### src/rtl/calc_pkg.sv
// -----------------------------------------------------------------------------
// calc_pkg
// Shared definitions for the calculator display path.
//   - Digit geometry: NUM_DIGITS, BCD_W, DEF_FRAME_BITS (default frame length).
//   - Active-high 7-segment patterns, bit order {g,f,e,d,c,b,a}.
//   - Receive FSM state type and encoding for the serial display link.
//   - bcd_seg_pattern(): nibble -> active-high segment pattern.
// -----------------------------------------------------------------------------
package calc_pkg;

   localparam int NUM_DIGITS     = 4;
   localparam int BCD_W          = 4;
   localparam int DEF_FRAME_BITS = 16;

   // Segment patterns, {g,f,e,d,c,b,a}, 1 = segment lit
   localparam logic [6:0] SEG_0     = 7'b0111111;
   localparam logic [6:0] SEG_1     = 7'b0000110;
   localparam logic [6:0] SEG_2     = 7'b1011011;
   localparam logic [6:0] SEG_3     = 7'b1001111;
   localparam logic [6:0] SEG_4     = 7'b1100110;
   localparam logic [6:0] SEG_5     = 7'b1101101;
   localparam logic [6:0] SEG_6     = 7'b1111101;
   localparam logic [6:0] SEG_7     = 7'b0000111;
   localparam logic [6:0] SEG_8     = 7'b1111111;
   localparam logic [6:0] SEG_9     = 7'b1101111;
   localparam logic [6:0] SEG_DASH  = 7'b1000000;
   localparam logic [6:0] SEG_BLANK = 7'b0000000;

   // Receive FSM encoding, kept as plain constants so older tools and
   // netlists see fixed state codes.
   typedef logic [1:0] rx_state_t;
   localparam rx_state_t RX_IDLE  = 2'd0;
   localparam rx_state_t RX_SHIFT = 2'd1;
   localparam rx_state_t RX_CHECK = 2'd2;

   // Decimal digits get their usual glyph; anything above 9 is not a valid
   // BCD digit, so it is shown as a dash rather than a misleading hex glyph.
   function automatic logic [6:0] bcd_seg_pattern(input logic [BCD_W-1:0] nibble);
      logic [6:0] pattern;
      case (nibble)
         4'd0:    pattern = SEG_0;
         4'd1:    pattern = SEG_1;
         4'd2:    pattern = SEG_2;
         4'd3:    pattern = SEG_3;
         4'd4:    pattern = SEG_4;
         4'd5:    pattern = SEG_5;
         4'd6:    pattern = SEG_6;
         4'd7:    pattern = SEG_7;
         4'd8:    pattern = SEG_8;
         4'd9:    pattern = SEG_9;
         default: pattern = SEG_DASH;
      endcase
      return pattern;
   endfunction

endpackage

### src/rtl/bcd_to_7seg.sv
// -----------------------------------------------------------------------------
// bcd_to_7seg
// Combinational BCD nibble to active-high 7-segment decoder with blanking.
// Ports:
//   nibble  in  4  BCD digit (A-F decode to a dash)
//   blank   in  1  force all segments off
//   seg     out 7  active-high segments {g,f,e,d,c,b,a}
// -----------------------------------------------------------------------------
module bcd_to_7seg
   import calc_pkg::*;
(
   input  logic [BCD_W-1:0] nibble,
   input  logic             blank,
   output logic [6:0]       seg
);

   // Blank takes priority so callers can suppress a digit without caring
   // what value happens to be on the nibble.
   always_comb begin
      seg = SEG_BLANK;
      if (!blank) begin
         seg = bcd_seg_pattern(nibble);
      end
   end

endmodule

### src/rtl/display_rx.sv
// -----------------------------------------------------------------------------
// display_rx
// Receiving end of the serial display link. Deserialises the MSB-first
// data_in/data_ready stream into a 4-digit BCD word, flags malformed frames,
// and scans the last good word onto a multiplexed 4-digit 7-segment display.
//
// Optional build macro:
//   DISP_RX_ZERO_BLANK_EN  leading-zero blanking on digits 3..1
//
// Parameters:
//   FRAME_BITS      bits per frame (4 BCD nibbles)
//   SCAN_DIV        clk cycles each digit stays lit
//   SEG_ACTIVE_LOW  1 = seg/an active-low (common anode), 0 = active-high
//
// Ports:
//   clk          in   1  system clock (same domain as transmitter)
//   rst          in   1  asynchronous reset, active-high
//   data_in      in   1  serial bit from transmitter
//   data_ready   in   1  high during every valid bit cycle of a frame
//   bcd_out      out 16  last accepted frame, [3:0] = least-significant digit
//   frame_valid  out  1  one-cycle pulse when bcd_out updates
//   frame_err    out  1  sticky bad-frame flag, cleared by next good frame
//   seg          out  7  segments {g,f,e,d,c,b,a}
//   an           out  4  one-hot digit enables, an[0] = rightmost digit
// -----------------------------------------------------------------------------
module display_rx
   import calc_pkg::*;
#(
   parameter int FRAME_BITS     = DEF_FRAME_BITS,
   parameter int SCAN_DIV       = 25,
   parameter bit SEG_ACTIVE_LOW = 1'b1
)(
   input  logic                        clk,
   input  logic                        rst,
   input  logic                        data_in,
   input  logic                        data_ready,
   output logic [NUM_DIGITS*BCD_W-1:0] bcd_out,
   output logic                        frame_valid,
   output logic                        frame_err,
   output logic [6:0]                  seg,
   output logic [NUM_DIGITS-1:0]       an
);

   localparam int WORD_W = NUM_DIGITS * BCD_W;
   localparam int CNT_W  = $clog2(FRAME_BITS + 2);
   localparam int DIV_W  = (SCAN_DIV > 1) ? $clog2(SCAN_DIV) : 1;

   localparam logic [CNT_W-1:0] CNT_FULL = CNT_W'(FRAME_BITS);
   localparam logic [CNT_W-1:0] CNT_SAT  = CNT_W'(FRAME_BITS + 1);
   localparam logic [DIV_W-1:0] DIV_LAST = DIV_W'(SCAN_DIV - 1);

   // XOR masks applied only at the output registers; everything upstream
   // of them is active-high.
   localparam logic [6:0]            SEG_POL = {7{SEG_ACTIVE_LOW}};
   localparam logic [NUM_DIGITS-1:0] AN_POL  = {NUM_DIGITS{SEG_ACTIVE_LOW}};

   rx_state_t         rx_state;
   logic [WORD_W-1:0] shreg;
   logic [CNT_W-1:0]  bit_cnt;

   logic [DIV_W-1:0]      div_cnt;
   logic [1:0]            digit_sel;
   logic [BCD_W-1:0]      cur_nibble;
   logic [NUM_DIGITS-1:0] blank_mask;
   logic                  cur_blank;
   logic [6:0]            seg_hi;
   logic [NUM_DIGITS-1:0] an_hi;

   // Receive FSM. A frame is a run of data_ready cycles; SHIFT seeing
   // data_ready low is the falling edge. The accept/reject verdict is
   // registered on that edge so bcd_out/frame_valid are visible during the
   // CHECK cycle, exactly one clk after the last bit. bit_cnt saturates one
   // past a full frame so an overrun can never alias onto a good length.
   // IDLE and CHECK both start a new frame on data_ready, which is what
   // lets back-to-back frames get by with a single idle cycle.
   always_ff @(posedge clk or posedge rst) begin
      if (rst) begin
         rx_state    <= RX_IDLE;
         shreg       <= '0;
         bit_cnt     <= '0;
         bcd_out     <= '0;
         frame_valid <= 1'b0;
         frame_err   <= 1'b0;
      end else begin
         frame_valid <= 1'b0;
         case (rx_state)
            RX_IDLE, RX_CHECK: begin
               if (data_ready) begin
                  shreg    <= {shreg[WORD_W-2:0], data_in};
                  bit_cnt  <= CNT_W'(1);
                  rx_state <= RX_SHIFT;
               end else begin
                  rx_state <= RX_IDLE;
               end
            end
            RX_SHIFT: begin
               if (data_ready) begin
                  shreg <= {shreg[WORD_W-2:0], data_in};
                  if (bit_cnt != CNT_SAT) begin
                     bit_cnt <= bit_cnt + 1'b1;
                  end
               end else begin
                  if (bit_cnt == CNT_FULL) begin
                     bcd_out     <= shreg;
                     frame_valid <= 1'b1;
                     frame_err   <= 1'b0;
                  end else begin
                     frame_err   <= 1'b1;
                  end
                  bit_cnt  <= '0;
                  rx_state <= RX_CHECK;
               end
            end
            default: begin
               rx_state <= RX_IDLE;
               bit_cnt  <= '0;
            end
         endcase
      end
   end

   // Scan timebase: each digit stays lit for SCAN_DIV clocks, then the
   // 2-bit digit select wraps naturally 3 -> 0.
   always_ff @(posedge clk or posedge rst) begin
      if (rst) begin
         div_cnt   <= '0;
         digit_sel <= '0;
      end else if (div_cnt == DIV_LAST) begin
         div_cnt   <= '0;
         digit_sel <= digit_sel + 2'd1;
      end else begin
         div_cnt   <= div_cnt + 1'b1;
      end
   end

`ifdef DISP_RX_ZERO_BLANK_EN
   // Leading-zero blanking: walk down from the most-significant digit and
   // keep blanking while every digit seen so far is zero. Digit 0 is never
   // blanked so an all-zero word still shows "0".
   always_comb begin
      logic still_zero;
      blank_mask = '0;
      still_zero = 1'b1;
      for (int i = NUM_DIGITS - 1; i >= 1; i--) begin
         still_zero    = still_zero && (bcd_out[i*BCD_W +: BCD_W] == '0);
         blank_mask[i] = still_zero;
      end
   end
`else
   // Without blanking every digit is always shown.
   assign blank_mask = '0;
`endif

   assign cur_nibble = bcd_out[32'(digit_sel) * BCD_W +: BCD_W];
   assign cur_blank  = blank_mask[digit_sel];
   assign an_hi      = NUM_DIGITS'(1) << digit_sel;

   bcd_to_7seg u_bcd_to_7seg (
      .nibble (cur_nibble),
      .blank  (cur_blank),
      .seg    (seg_hi)
   );

   // Registered display outputs, polarity applied here only. Reset drives
   // everything to the "off" level for the selected polarity.
   always_ff @(posedge clk or posedge rst) begin
      if (rst) begin
         seg <= SEG_POL;
         an  <= AN_POL;
      end else begin
         seg <= seg_hi ^ SEG_POL;
         an  <= an_hi ^ AN_POL;
      end
   end

endmodule
### config.mk
export PLATFORM = sky130hd
export DESIGN_NAME = display_rx
export DESIGN_NICKNAME = d
export VERILOG_FILES = /design/src/rtl/calc_pkg.sv /design/src/rtl/bcd_to_7seg.sv /design/src/rtl/display_rx.sv
export SDC_FILE = /design/constraint.sdc
export NUM_CORES = 1
export LEC_CHECK = 0
export ABC_AREA = 1
export CAP_MARGIN = 40
export CORE_MARGIN = 2
export CORE_UTILIZATION = 45
export CTS_BUF_LIST = sky130_fd_sc_hd__clkbuf_16
export DETAILED_ROUTE_END_ITERATION = 8
export GPL_ROUTABILITY_DRIVEN = 0
export GPL_TIMING_DRIVEN = 1
export PLACE_DENSITY = 0.73
export SYNTH_ARGS = -nofsm -noshare
export SYNTH_HDL_FRONTEND = slang
export SYNTH_SLANG_ARGS = --single-unit
export TNS_END_PERCENT = 10
### constraint.sdc
create_clock -name clk -period 2.1 [get_ports clk]
set_clock_uncertainty 0.15 [all_clocks]
set_input_delay 0.42 -clock clk [delete_from_list [all_inputs] [get_ports clk]]
set_output_delay 0.42 -clock clk [all_outputs]
set_load 0.1 [all_outputs]
==> After elaboration in Yosys (flattened, before gate mapping) <==
Memory sizes are Yosys's and may differ from the RTL's.
Cells that the tools add are included.
{ "op_classes": {"order_cmp": 1, "add_sub_neg": 3, "n_eq_ne": 8, "shift": 2, "n_bitwise": 3, "n_reduce_logical": 7, "muxes": 15} }
{ "op_table": {"columns": ["op", "count"], "rows": [
  ["5-bit 2-to-1 mux", 4],
  ["16-bit by 5-bit variable part select with 4-bit output", 1],
  ["5-bit by 1-bit adder with 5-bit output (second input constant)", 2],
  ["5-bit == test (second input constant)", 2],
  ["5-bit one-hot mux with 2 select lines", 1],
  ["7-bit 2-to-1 mux", 1],
  ["7-bit NOT", 1],
  ["1-bit 2-to-1 mux", 6],
  ["2-bit AND reduction", 3],
  ["5-bit inequality test (second input constant)", 1],
  ["2-bit inequality test (second input constant)", 2],
  ["4-bit NOT", 1],
  ["2-bit one-hot mux with 2 select lines", 1],
  ["1-bit by 2-bit << shifter with 4-bit output (first input constant)", 1],
  ["2-bit by 3-bit < comparator with 1-bit output (second input constant)", 1],
  ["3-bit inequality test (second input constant)", 1],
  ["3-bit AND reduction", 1],
  ["3-bit OR reduction", 1],
  ["2-bit by 1-bit adder with 2-bit output (second input constant)", 1],
  ["1-bit binary-select mux with 2-bit select", 1],
  ["2-bit by 1-bit == test with 1-bit output (second input constant)", 1],
  ["2-bit == test (second input constant)", 1],
  ["2-bit logical NOT", 1],
  ["2-bit 2-to-1 mux", 1],
  ["other kinds (2)", 2]
]} }
{ "totals": {"mem_bits_ro": 112, "memories": 1, "word_cells": 50, "in_bits": 4, "regBits": 59} }
{ "mem_list": {"columns": ["memory", "words", "width", "read_ports", "rd_clocked_by_memory_dff", "write_ports", "line", "source"], "rows": [
  ["(name not given)", 16, 7, 1, 0, 0, "calc_pkg.sv:40", "case (nibble)"]
]} }

==> Logic depth before layout (Yosys ltp) <==
{ "logic_depth": {"ltp_word": 4, "depth_mapped": 11, "ltp_nobuf": 10} }

==> By module <==
From an unflattened synthesis, not the netlist that was laid out.
{ "unflattened": {"hier_cells": 303, "area_unflattened_um2": 2733.9} }
{ "by_module_without_submodules": {"columns": ["module", "area_each_um2", "cells_each", "seq_area_each_um2", "instances"], "rows": [
  ["display_rx", 2527.4, 266, 1490.2, 1],
  ["bcd_to_7seg", 206.4, 37, 0.0, 1]
]} }

==> Worst setup path after synthesis <==
OpenSTA, ideal clock, no wires.
{ "synth_path": {"path_type": "register to register", "startpoint": "reg bcd_out[4]", "endpoint": "reg seg[3]", "path_slack_ps": -137, "setup_time_ps": 79, "path_buffers": 0, "synth_period_minus_slack_ps": 2237, "required_time_ps": 1871, "arrival_time_ps": 2008, "stages_incl_launch_ff": 8, "path_cell_list": "dfrtp_1 > nand2_1 > a32oi_1 > inv_1 > ha_1 > nand3_1 > nand3_1 > nand2_1"} }
{ "synth_between": {"elab_chain_len": 4} }
{ "synth_rtl": {"columns": ["element", "line", "source"], "rows": [
  ["start: declaration", "display_rx.sv:37", "output logic [NUM_DIGITS*BCD_W-1:0] bcd_out,"],
  ["start signal: assignment", "display_rx.sv:104", "bcd_out <= shreg;"],
  ["16-bit by 5-bit variable part select with 4-bit output", "display_rx.sv:154", "assign cur_nibble = bcd_out[32'(digit_sel) * BCD_W +: BCD_W];"],
  ["memory read 16 x 7 bit", null, null],
  ["7-bit 2-to-1 mux", "bcd_to_7seg.sv:21", "if (!blank) begin"],
  ["7-bit NOT (no source line)", null, null],
  ["end signal: assignment", "display_rx.sv:171", "seg <= seg_hi ^ SEG_POL;"],
  ["end: declaration", "display_rx.sv:40", "output logic [6:0] seg,"]
]} }
Every way passes these cells.
A chain may end at the register's enable or synchronous reset.

==> Final worst setup path <==
{ "layout_path": {"startpoint": "reg digit_sel[0]", "endpoint": "reg seg[3]"} }
{ "layout_between": {"elab_chain_len": 4, "word_cells_on_any_way": 6, "cone_classes": "1 x shift; 3 x mux; 1 x bitwise; 1 x memory"} }
{ "layout_rtl": {"columns": ["element", "line", "source"], "rows": [
  ["start: declaration", "display_rx.sv:62", "logic [1:0] digit_sel;"],
  ["start signal: assignment", "display_rx.sv:130", "digit_sel <= digit_sel + 2'd1;"],
  ["16-bit by 5-bit variable part select with 4-bit output or 1-bit binary-select mux with 2-bit select (tied branches)", "display_rx.sv:154, display_rx.sv:155", null],
  ["memory read 16 x 7 bit or 1-bit 2-to-1 mux (tied branches)", null, null],
  ["7-bit 2-to-1 mux (*)", "bcd_to_7seg.sv:21", null],
  ["7-bit NOT (no source line) (*)", null, null]
]} }
Mark *: on every way between the ends. The rest lies on a longest branch, timed or not. The select of a mux whose other input is x is not followed.

==> flow_summary.yaml <==
sta:
  rsz0062_at_grt: "no"
  setup_violations: 0
  slew_viol_final: 0
  period_minus_slack_ps: 1900
  min_period_over_period_pct: 90.5
  timing.final.ws_setup_ps: 200
  slew_headroom_pct: 74.5
  tightest_slew_ps: 383
  fmax_mhz: 526
  hold_viol: 0
setup_path:
  cp.arrival_ps: 2020
  startpoint: "digit_sel[0]"
  crit_path_start_kind: "flop"
  path_max_fanout: 11
  r2r_start: "digit_sel[0]"
  critPathKind: "reg2reg"
  endpoint_kind: "flop"
  cp_data_required_time_ps: 2220
cts:
  cts_sinks: 59
  cts-buffers-inserted: 9
  clkSlewWorstSetupHoldPaths_ps: 60
  cts-htree-levels: 3
  cts_resized: 0
  cts_tree: "done"
  cts.path.max_buffers: 2
  hold_buffers: 0
  root_buffer: "clkbuf_16"
  postCtsSetupBuffers: 0
  clkLatencyLatePin_ps: 330
floorplanning:
  row_count: 28
  core_sq_mm: 0.00589
  num_io_pins: 33
  die_area_sq_mm: 0.00669
  initial_utilization_pct: 46.2
  dieWidth_um: 81.8
  die_h_um: 81.8
grt:
  overflow: 0
  first_global_vias: 1953
  grt_max_degree: 60
  grt_pass1_wl_mm: 9.14
  track_usage_pct: 18.6
  grt_antenna_before_repair: 0
place:
  io_buffers: 32
  dpl.cell_count: 399
  hpwl_mm: 3.62
  dpl-instance-area_sq_mm: 0.00340
  place_ws_ps: 155
route:
  ant_nets: 0
  drt-pass1-iter-count: 4
  vias: 1994
  drt_iter0_drc: 87
  wl_mm: 5.18
  via_per_inst: 4.80
  drc_errors: 0
  post_drt_wl_per_cell_um: 12.5
finish:
  drive_above_1_share_pct: 25.0
  finalNetCount: 354
  fin_cells: 415
  fin_area_sq_mm: 0.00372
  area_growth_syn_to_layout_pct: 36.8
  n_antenna_cell: 0
min_path:
  holdCritPathClass: "in2async"
power_and_ir_drop:
  leakagePower_uw: 0.00185
  combinationalPowerShare_pct: 5.3
  clkPwrFrac_pct: 52.8
  pwr-share-seq_pct: 41.9
  p_int_uw: 2300
  p_total_uw: 2980
  swShare_pct: 22.8
  powerDensity_mw_per_mm2: 800
  peakVddDrop_mv: 0.769
  p_sw_uw: 679
logic_synthesis:
  synth_area_per_cell_sq_um: 9.22
  synth.distinct_cells: 30
  synthCells: 295
  ys_warn_count: 0
  synth_nets: 314
  synth-seq-cells: 59
  synth_area_sq_mm: 0.00272
  yosysSeqAreaShare_pct: 54.8
flow_run:
  max_cap_violations: 0
outcome:
  status: "finished, final reports clean"
logic make-up (layout without fill, tap and decap cells):
family,count (synthesis),count (layout),synth area share (%)
buffers and inverters,47,92,7.45
DFF,59,59,54.8
xor gates and xnor gates,1,1,0.322
AOI/OAI and AO/OA,40,40,9.38
and+or+nand+nor,133,133,21.2
adders and majority gates,15,15,6.90
worst max-delay path: stages (launching register included):
cell and delay, ps:
dfrtp_1 510, inv_4 180, nand2_1 70, a32oi_1 230
inv_1 130, ha_1 310, nand3_1 100, nand3_1 90
nand2_1 70
flip-flops by register name (all words and copies together) (netlist names):
register	cells
rx_state	2
div_cnt	5
shreg	16
digit_sel	2
an	4
bcd_out	16
frame_err	1
seg	7
bit_cnt	5
frame_valid	1
per-stage QoR:
stage	TNS (ps)	hold WS (ps)	utilization [%]
2_1_floorplan	-144	299	-
3_3_place_gp	0	320	57.8
3_5_place_dp	0	323	57.8
4_1_cts	0	335	63.3
5_1_grt	0	369	63.3
6_report	0	316	63.3
path summary, 6_finish.rpt:
path,slack [ps],end,cells past startpoint
worst min register to register,330,bcd_out[15],2
min in group clk,330,bcd_out[15],2
worst max-delay path,200,seg[3],8
worst min-delay path,320,digit_sel[1],3
worst max register to register,200,seg[3],8
max in group asynchronous,1170,seg[6],3
layout by cell type, fill, tap and decap left out, drive strengths merged:
cell,instances
o2111ai,1
dfstp,11
o21a,1
nand2,96
o21ai,31
xor2,1
clkinv,2
buf,32
nor3,1
dfrtp,48
nand4,2
or2,1
inv,43
nand3,20
a32oi,1
clkdlybuf4s50,3
o21bai,2
a21oi,3
o31ai,1
clkbuf,9
clkinvlp,1
ha,15
bufinv,2
nor2,13
layer usage:
metal  track usage [%]  vias up  wire length (um)
li1                  -     1011                 -
met1              22.6      933              2290
met2              29.2       37              2520
met3              7.14       13               244
met4              8.33        0               127
met5                 0        -                 0
cells in the mapped netlist:
cell type / number / area [sq um]
o31ai_1: 1 / 7.51
nand2_4: 1 / 11.3
nand2_2: 3 / 18.8
o21ai_2: 10 / 87.6
o21bai_1: 2 / 15.0
nor2_8: 1 / 20.0
dfrtp_1: 48 / 1200
o21ai_0: 21 / 105
o2111ai_1: 1 / 8.76
inv_2: 1 / 3.75
buf_4: 1 / 7.51
ha_1: 15 / 188
xor2_1: 1 / 8.76
buf_6: 2 / 22.5
nand3_2: 1 / 10.0
inv_4: 1 / 6.26
nand3_1: 19 / 95.1
inv_6: 1 / 8.76
nor2_4: 1 / 11.3
a32oi_1: 1 / 8.76
a21oi_1: 3 / 15.0
nor3_1: 1 / 5.00
o21a_1: 1 / 7.51
nand2_1: 92 / 345
nand4_1: 2 / 12.5
nor2_1: 11 / 41.3
clkbuf_1: 3 / 11.3
or2_2: 1 / 6.26
inv_1: 38 / 143
dfstp_2: 11 / 289
layout make-up:
| class | count | area [sq um] |
|---|---|---|
| fill | 441 | 2160 |
| sequential | 59 | 1500 |
| multi-input combinational | 189 | 1030 |
| timing repair buffer | 35 | 621 |
| clock buffer | 9 | 225 |
| inverter | 41 | 161 |
| clock inverter | 7 | 98.8 |
| tap | 75 | 93.8 |
power by group through the flow:
stage / sequential [uW] / clock [uW] / combinational [uW]
2_1_floorplan: 1250 / 0 / 118
3_3_place_gp: 1260 / 0 / 152
3_5_place_dp: 1270 / 0 / 158
4_1_cts: 1250 / 1590 / 163
5_1_grt: 1260 / 1680 / 187
6_report: 1250 / 1570 / 159
(Power assumes the default switching activity.)
